--- config.mk ---
export PLATFORM = sky130hd
export DESIGN_NAME = wb_cmd_master
export DESIGN_NICKNAME = d
export VERILOG_FILES = /design/src/rtl/wb_cmd_master.sv
export SDC_FILE = /design/constraint.sdc
export NUM_CORES = 1
export LEC_CHECK = 0
export CAP_MARGIN = 0
export CORE_ASPECT_RATIO = 0.6
export CORE_MARGIN = 2
export CORE_UTILIZATION = 40
export CTS_CLUSTER_DIAMETER = 150
export DETAILED_ROUTE_END_ITERATION = 10
export GPL_TIMING_DRIVEN = 1
export PLACE_DENSITY = 0.8
export SLEW_MARGIN = 15
export SYNTH_ARGS = -nofsm -noshare
export SYNTH_HDL_FRONTEND = slang
export SYNTH_SLANG_ARGS = --single-unit
--- constraint.sdc ---
create_clock -name clk_i -period 1.85 [get_ports clk_i]
set_input_delay 0.185 -clock clk_i [delete_from_list [all_inputs] [get_ports clk_i]]
set_output_delay 0.185 -clock clk_i [all_outputs]
set_load 0.01 [all_outputs]
--- src/rtl/wb_cmd_master.sv ---
// Wishbone classic single-transfer master: one command in, one bus cycle out,
// one response back (read data, err or timeout) over valid/ready handshakes.
module wb_cmd_master #(
  parameter int ADDR_WIDTH = 3,
  parameter int DATA_WIDTH = 32,
  parameter int GRANULE    = 8,
  parameter int TIMEOUT    = 16,
  localparam int SEL_WIDTH = DATA_WIDTH / GRANULE
) (
  input  logic                  clk_i,
  input  logic                  rst_ni,
  // command port
  input  logic                  cmd_valid_i,
  output logic                  cmd_ready_o,
  input  logic                  cmd_we_i,
  input  logic [ADDR_WIDTH-1:0] cmd_adr_i,
  input  logic [DATA_WIDTH-1:0] cmd_dat_i,
  input  logic [SEL_WIDTH-1:0]  cmd_sel_i,
  // response port
  output logic                  rsp_valid_o,
  input  logic                  rsp_ready_i,
  output logic [DATA_WIDTH-1:0] rsp_dat_o,
  output logic                  rsp_err_o,
  output logic                  rsp_timeout_o,
  // Wishbone master
  output logic [ADDR_WIDTH-1:0] adr_o,
  output logic [DATA_WIDTH-1:0] dat_o,
  output logic [SEL_WIDTH-1:0]  sel_o,
  output logic                  we_o,
  output logic                  cyc_o,
  output logic                  stb_o,
  input  logic [DATA_WIDTH-1:0] dat_i,
  input  logic                  ack_i,
  input  logic                  err_i
);

  localparam int CNT_WIDTH = (TIMEOUT > 2) ? $clog2(TIMEOUT) : 1;
  localparam logic [CNT_WIDTH-1:0] CNT_LAST = CNT_WIDTH'((TIMEOUT > 0) ? TIMEOUT - 1 : 0);

  typedef enum logic [1:0] {
    ST_IDLE,
    ST_BUS,
    ST_RESP
  } state_t;

  state_t                r_state;
  logic [CNT_WIDTH-1:0]  r_cnt;
  logic [ADDR_WIDTH-1:0] r_adr;
  logic [DATA_WIDTH-1:0] r_dat;
  logic [SEL_WIDTH-1:0]  r_sel;
  logic                  r_we;
  logic                  r_cyc;
  logic                  r_rsp_valid;
  logic [DATA_WIDTH-1:0] r_rsp_dat;
  logic                  r_rsp_err;
  logic                  r_rsp_timeout;

  logic w_term;
  logic w_timeout;

  assign w_term    = ack_i | err_i;
  assign w_timeout = (TIMEOUT != 0) && (r_cnt == CNT_LAST);

  // NOTE: all state below updates with non-blocking assignments so every
  // register samples pre-edge values, independent of statement order.
  always_ff @(posedge clk_i or negedge rst_ni) begin
    if (!rst_ni) begin
      r_state       <= ST_IDLE;
      r_cnt         <= '0;
      r_adr         <= '0;
      r_dat         <= '0;
      r_sel         <= '0;
      r_we          <= 1'b0;
      r_cyc         <= 1'b0;
      r_rsp_valid   <= 1'b0;
      r_rsp_dat     <= '0;
      r_rsp_err     <= 1'b0;
      r_rsp_timeout <= 1'b0;
    end else begin
      case (r_state)
        ST_IDLE: begin
          if (cmd_valid_i) begin
            r_adr   <= cmd_adr_i;
            r_dat   <= cmd_dat_i;
            r_sel   <= cmd_sel_i;
            r_we    <= cmd_we_i;
            r_cyc   <= 1'b1;
            r_state <= ST_BUS;
          end
        end
        ST_BUS: begin
          r_cnt <= r_cnt + 1'b1;
          // A termination seen in the timeout cycle still counts as a termination.
          if (w_term || w_timeout) begin
            r_cyc         <= 1'b0;
            r_we          <= 1'b0;
            r_rsp_dat     <= (ack_i && !err_i && !r_we) ? dat_i : '0;
            r_rsp_err     <= err_i;
            r_rsp_timeout <= !w_term;
            r_rsp_valid   <= 1'b1;
            r_state       <= ST_RESP;
          end
        end
        ST_RESP: begin
          if (rsp_ready_i) begin
            r_rsp_valid <= 1'b0;
            r_cnt       <= '0;
            r_state     <= ST_IDLE;
          end
        end
        default: r_state <= ST_IDLE;
      endcase
    end
  end

  assign cmd_ready_o   = (r_state == ST_IDLE);
  assign rsp_valid_o   = r_rsp_valid;
  assign rsp_dat_o     = r_rsp_dat;
  assign rsp_err_o     = r_rsp_err;
  assign rsp_timeout_o = r_rsp_timeout;
  assign adr_o         = r_adr;
  assign dat_o         = r_dat;
  assign sel_o         = r_sel;
  assign we_o          = r_we;
  assign cyc_o         = r_cyc;
  assign stb_o         = r_cyc;

endmodule
==> report_table.html <==
<table>
<tr><th>Metric</th><th>Value</th></tr>
<tr><th colspan="2">Outcome</th></tr>
<tr><td>Outcome</td><td>finished, final reports clean</td></tr>
<tr><th colspan="2">Yosys</th></tr>
<tr><td>Cells after synthesis</td><td>201</td></tr>
<tr><td>Most frequent cell after synthesis</td><td>dfrtp_1</td></tr>
<tr><td>Top-area cell type share of the netlist area</td><td>0.649</td></tr>
<tr><td>Flip-flop and latch count after synthesis</td><td>just over 80</td></tr>
<tr><td>Top cells by instance count after synthesis</td><td>82 x dfrtp_1, 36 x mux2_2, 34 x a22o_1</td></tr>
<tr><td>Leading register cell type out of synthesis</td><td>dfrtp_1</td></tr>
<tr><td>Syn avg cell area</td><td>between 15 and 20 um2</td></tr>
<tr><td>Proportion of synthesized chip area in sequential cells</td><td>0.649</td></tr>
<tr><td>Summed instance area of the synthesized netlist</td><td>around 3200 um2</td></tr>
<tr><td>Net count after synthesis</td><td>280</td></tr>
<tr><td>Proportion of synthesized flip-flops having asynchronous set or reset</td><td>1.00</td></tr>
<tr><td>Warning count from the yosys run</td><td>0</td></tr>
<tr><td>Count of different cell masters after synthesis</td><td>26</td></tr>
<tr><td>Ranking of synthesized cells by area</td><td>dfrtp_1 65%, mux2_2 13%, a22o_1 9.4%</td></tr>
<tr><td>EDFF count, synth</td><td>0</td></tr>
<tr><td>Library cell with the largest summed area after synthesis</td><td>dfrtp_1</td></tr>
<tr><th colspan="2">STA</th></tr>
<tr><td>Fin. max-slew vios</td><td>0</td></tr>
<tr><td>Slew of the pin with the lowest slew margin</td><td>563 ps</td></tr>
<tr><td>Post-route fraction of the period consumed by the critical path</td><td>0.937</td></tr>
<tr><td>Count of endpoints failing setup in the final report</td><td>0</td></tr>
<tr><td>Crit path time final</td><td>roughly 1700 ps</td></tr>
<tr><td>WHS</td><td>between 300 and 400 ps</td></tr>
<tr><td>Worst slew slack as a fraction of its limit</td><td>0.625</td></tr>
<tr><td>Setup total negative slack</td><td>0 ps</td></tr>
<tr><td>RSZ-0062 raised after global routing</td><td>false</td></tr>
<tr><td>Maximum clock skew at final layout</td><td>just under 9 ps</td></tr>
<tr><td>Timing-limited maximum frequency</td><td>approximately 580 MHz</td></tr>
<tr><td>Final hold vios</td><td>0</td></tr>
<tr><td>Final WS setup</td><td>about 120 ps</td></tr>
<tr><th colspan="2">Run</th></tr>
<tr><td>Max-cap viol count</td><td>0</td></tr>
<tr><th colspan="2">Finish</th></tr>
<tr><td>Number of nets in the final layout</td><td>438</td></tr>
<tr><td>Relative area change from synthesis to final layout</td><td>61.0%</td></tr>
<tr><td>Antenna diode instance count</td><td>0</td></tr>
<tr><td>Cell area after layout</td><td>~5100 um2</td></tr>
<tr><td># fillers</td><td>611</td></tr>
<tr><td>Util after Layout</td><td>0.657</td></tr>
<tr><td>Layout cells sized above 1</td><td>0.163</td></tr>
<tr><td>Post-route non-filler standard cell count</td><td>~470</td></tr>
<tr><th colspan="2">Place</th></tr>
<tr><td>Global placement routability congestion</td><td>about 0.8</td></tr>
<tr><td>Dpl cells</td><td>about 460</td></tr>
<tr><td>HPWL after DPL</td><td>5630 um</td></tr>
<tr><td>Placed cell areas</td><td>4790 um2</td></tr>
<tr><td>Buffers on Ports</td><td>between 150 and 200</td></tr>
<tr><td>Worst setup slack after placement</td><td>between 150 and 200 ps</td></tr>
<tr><th colspan="2">Setup path</th></tr>
<tr><td>Number of cells on the worst reg-to-reg path</td><td>3</td></tr>
<tr><td>Worst path depth</td><td>2</td></tr>
<tr><td>Element type at the critical path start</td><td>flip-flop</td></tr>
<tr><td>Worst Path Buf+Inv</td><td>1</td></tr>
<tr><td>Worst path top cell family by delay</td><td>buffers and inverters</td></tr>
<tr><td>Critical path launch point</td><td>r_state[0]</td></tr>
<tr><td>R2R Path Start</td><td>r_state[0]</td></tr>
<tr><td>Slack of the worst reg-to-reg path</td><td>260 ps</td></tr>
<tr><td>Element type at the critical path end</td><td>primary output</td></tr>
<tr><td>CP peak stage delay</td><td>540 ps</td></tr>
<tr><td>Endpoint of the most critical setup path</td><td>cmd_ready_o</td></tr>
<tr><td>Critical register-to-register path endpoint</td><td>dat_o[4]</td></tr>
<tr><td>Slowest-stage cell, CP</td><td>clkdlybuf4s50_1</td></tr>
<tr><td>Arrival @ worst endpoint</td><td>roughly 1600 ps</td></tr>
<tr><td>Data required time at the worst endpoint</td><td>about 1700 ps</td></tr>
<tr><td>CP max FO</td><td>10</td></tr>
<tr><td>Class of the most critical setup path</td><td>reg -&gt; out</td></tr>
<tr><td>Cells along the critical path</td><td>nor2_1 &gt; clkdlybuf4s50_1</td></tr>
<tr><th colspan="2">Route</th></tr>
<tr><td>Post-route ant nets</td><td>0</td></tr>
<tr><td>Number of detailed-route iterations in the first pass</td><td>6</td></tr>
<tr><td>Total routed wirelength</td><td>7720 um</td></tr>
<tr><td>Average routed wire per standard cell</td><td>approximately 16 um</td></tr>
<tr><td>Via total after detailed routing</td><td>approximately 2,300</td></tr>
<tr><td>Initial drt markers</td><td>122</td></tr>
<tr><td>Ratio of routed vias to standard cells</td><td>approximately 4.8</td></tr>
<tr><td>DRC errors left</td><td>0</td></tr>
<tr><th colspan="2">Die</th></tr>
<tr><td>Total I/O pin count</td><td>between 150 and 200</td></tr>
<tr><td>Chip height</td><td>about 73 um</td></tr>
<tr><td>Floorplan core area</td><td>~7800 um2</td></tr>
<tr><td>Placement row count</td><td>25</td></tr>
<tr><td>Die width</td><td>approximately 120 um</td></tr>
<tr><td>Die Footprint</td><td>~8700 um2</td></tr>
<tr><td>Starting utilization of the core area</td><td>0.408</td></tr>
<tr><th colspan="2">Power and ir drop</th></tr>
<tr><td>Maximum vdd ir drop</td><td>approximately 0.74 mV</td></tr>
<tr><td>Leak Pwr</td><td>between 2 and 2.5 nW</td></tr>
<tr><td>Power, Total</td><td>approximately 9 mW</td></tr>
<tr><td>Total power per unit cell area</td><td>about 1700 nW/um2</td></tr>
<tr><th colspan="2">Global routing</th></tr>
<tr><td>Global-route wire length before repair</td><td>between 10,000 and 15,000 um</td></tr>
<tr><td>Antenna violations before repair</td><td>0</td></tr>
<tr><td>Total Routing Usage GR</td><td>0.183</td></tr>
<tr><td>GRT overflow</td><td>0</td></tr>
<tr><td>Pin count of the biggest net entering global routing</td><td>45</td></tr>
<tr><td>Number of global-route vias before repair</td><td>between 2,000 and 2,500</td></tr>
<tr><th colspan="2">Clocking</th></tr>
<tr><td>Latest clock arrival within the worst-skew pair</td><td>around 320 ps</td></tr>
<tr><td>Count of buffers added by post-CTS timing repair for setup</td><td>0</td></tr>
<tr><td>CTS tree</td><td>built</td></tr>
<tr><td>Sink Count</td><td>82</td></tr>
<tr><td>Post_cts resized</td><td>0</td></tr>
<tr><td>Total CTS buffers</td><td>9</td></tr>
<tr><td>Root Buffer Master</td><td>clkbuf_16</td></tr>
<tr><td>Clock input transition at the sequential cells of the worst setup and hold paths</td><td>~60 ps</td></tr>
<tr><td>Buffer depth of the longest clock path</td><td>2</td></tr>
<tr><td>Total number of H-tree levels</td><td>3</td></tr>
<tr><th colspan="2">Hold path</th></tr>
<tr><td>Hold WC Path Type</td><td>in -&gt; async</td></tr>
</table>
placed cells by master (no fill, tap or decap), types with 2 or more instances in the layout:
| cell | count |
|---|---|
| a311oi_1 | 2 |
| clkinvlp_4 | 3 |
| mux2_1 | 3 |
| a21oi_1 | 6 |
| clkbuf_16 | 9 |
| clkdlybuf4s50_1 | 154 |
| nor2_1 | 6 |
| dfrtp_1 | 82 |
| nand2_1 | 2 |
| mux2_2 | 36 |
| nor2b_1 | 2 |
| a22o_1 | 34 |
| buf_12 | 4 |
worst reg2reg max path, stage by stage, from the launching register on:
cell and delay, ps:
dfrtp_1 530, nor3b_4 280, buf_12 260, mux2_2 400
cell type report:
class / instances / area (um2) / share of cell area
timing repair buffer: 160 / 1640 / 0.322
inverter: 1 / 3.75 / 0.000737
tap: 108 / 135 / 0.0265
sequential: 82 / 2050 / 0.403
multi-input combinational: 105 / 968 / 0.190
clock buffer: 11 / 243 / 0.0477
clock inverter: 4 / 52.6 / 0.0103
worst min-delay path by stage:
stage,to,cells after the start
after floorplan,adr_o[0],0
after global placement,rsp_dat_o[22],1
after detailed placement,rsp_dat_o[22],1
after CTS,rsp_dat_o[22],2
after global routing,rsp_dat_o[7],2
final,rsp_dat_o[22],2
power by group:
part	internal [mW]	leakage, nW	total, mW	switching [mW]
Sequential	2.66	1.03	3.21	0.545
Combinational	2.41	0.985	3.84	1.43
Clock	1.07	0.134	1.74	0.662
Total	6.15	2.14	8.78	2.64
repair_timing:
item                                    CTS  global route
hold endpoints to repair                 43             0
hold buffers                              1             0
endpoints found under the setup margin    0             0
layer usage:
| layer | track usage | routed length, um | share of wire | vias to the layer above |
|---|---|---|---|---|
| li1 | - | - | - | 1051 |
| met1 | 0.243 | 3520 | 0.46 | 1110 |
| met2 | 0.281 | 3490 | 0.45 | 100 |
| met3 | 0.0766 | 659 | 0.085 | 4 |
| met4 | 0.0476 | 44 | 0.0057 | 0 |
| met5 | 0 | 0 | 0 | - |
registers in the layout, indices dropped and copies added (netlist names):
name / cells
rsp_err_o: 1
rsp_timeout_o: 1
r_state: 2
r_cnt: 4
rsp_valid_o: 1
rsp_dat_o: 32
we_o: 1
sel_o: 4
dat_o: 32
adr_o: 3
cyc_o: 1
cells by family (layout without fill, tap and decap cells):
family,after synthesis,in the layout,share of synthesized area
and+or+nand+nor,15,15,0.0348
adders and majority gates,1,1,0.00396
buffers and inverters,14,176,0.0451
DFF,82,82,0.649
AOI/OAI and AO/OA,49,49,0.125
muxes,40,40,0.142
(Power assumes the default switching activity.)
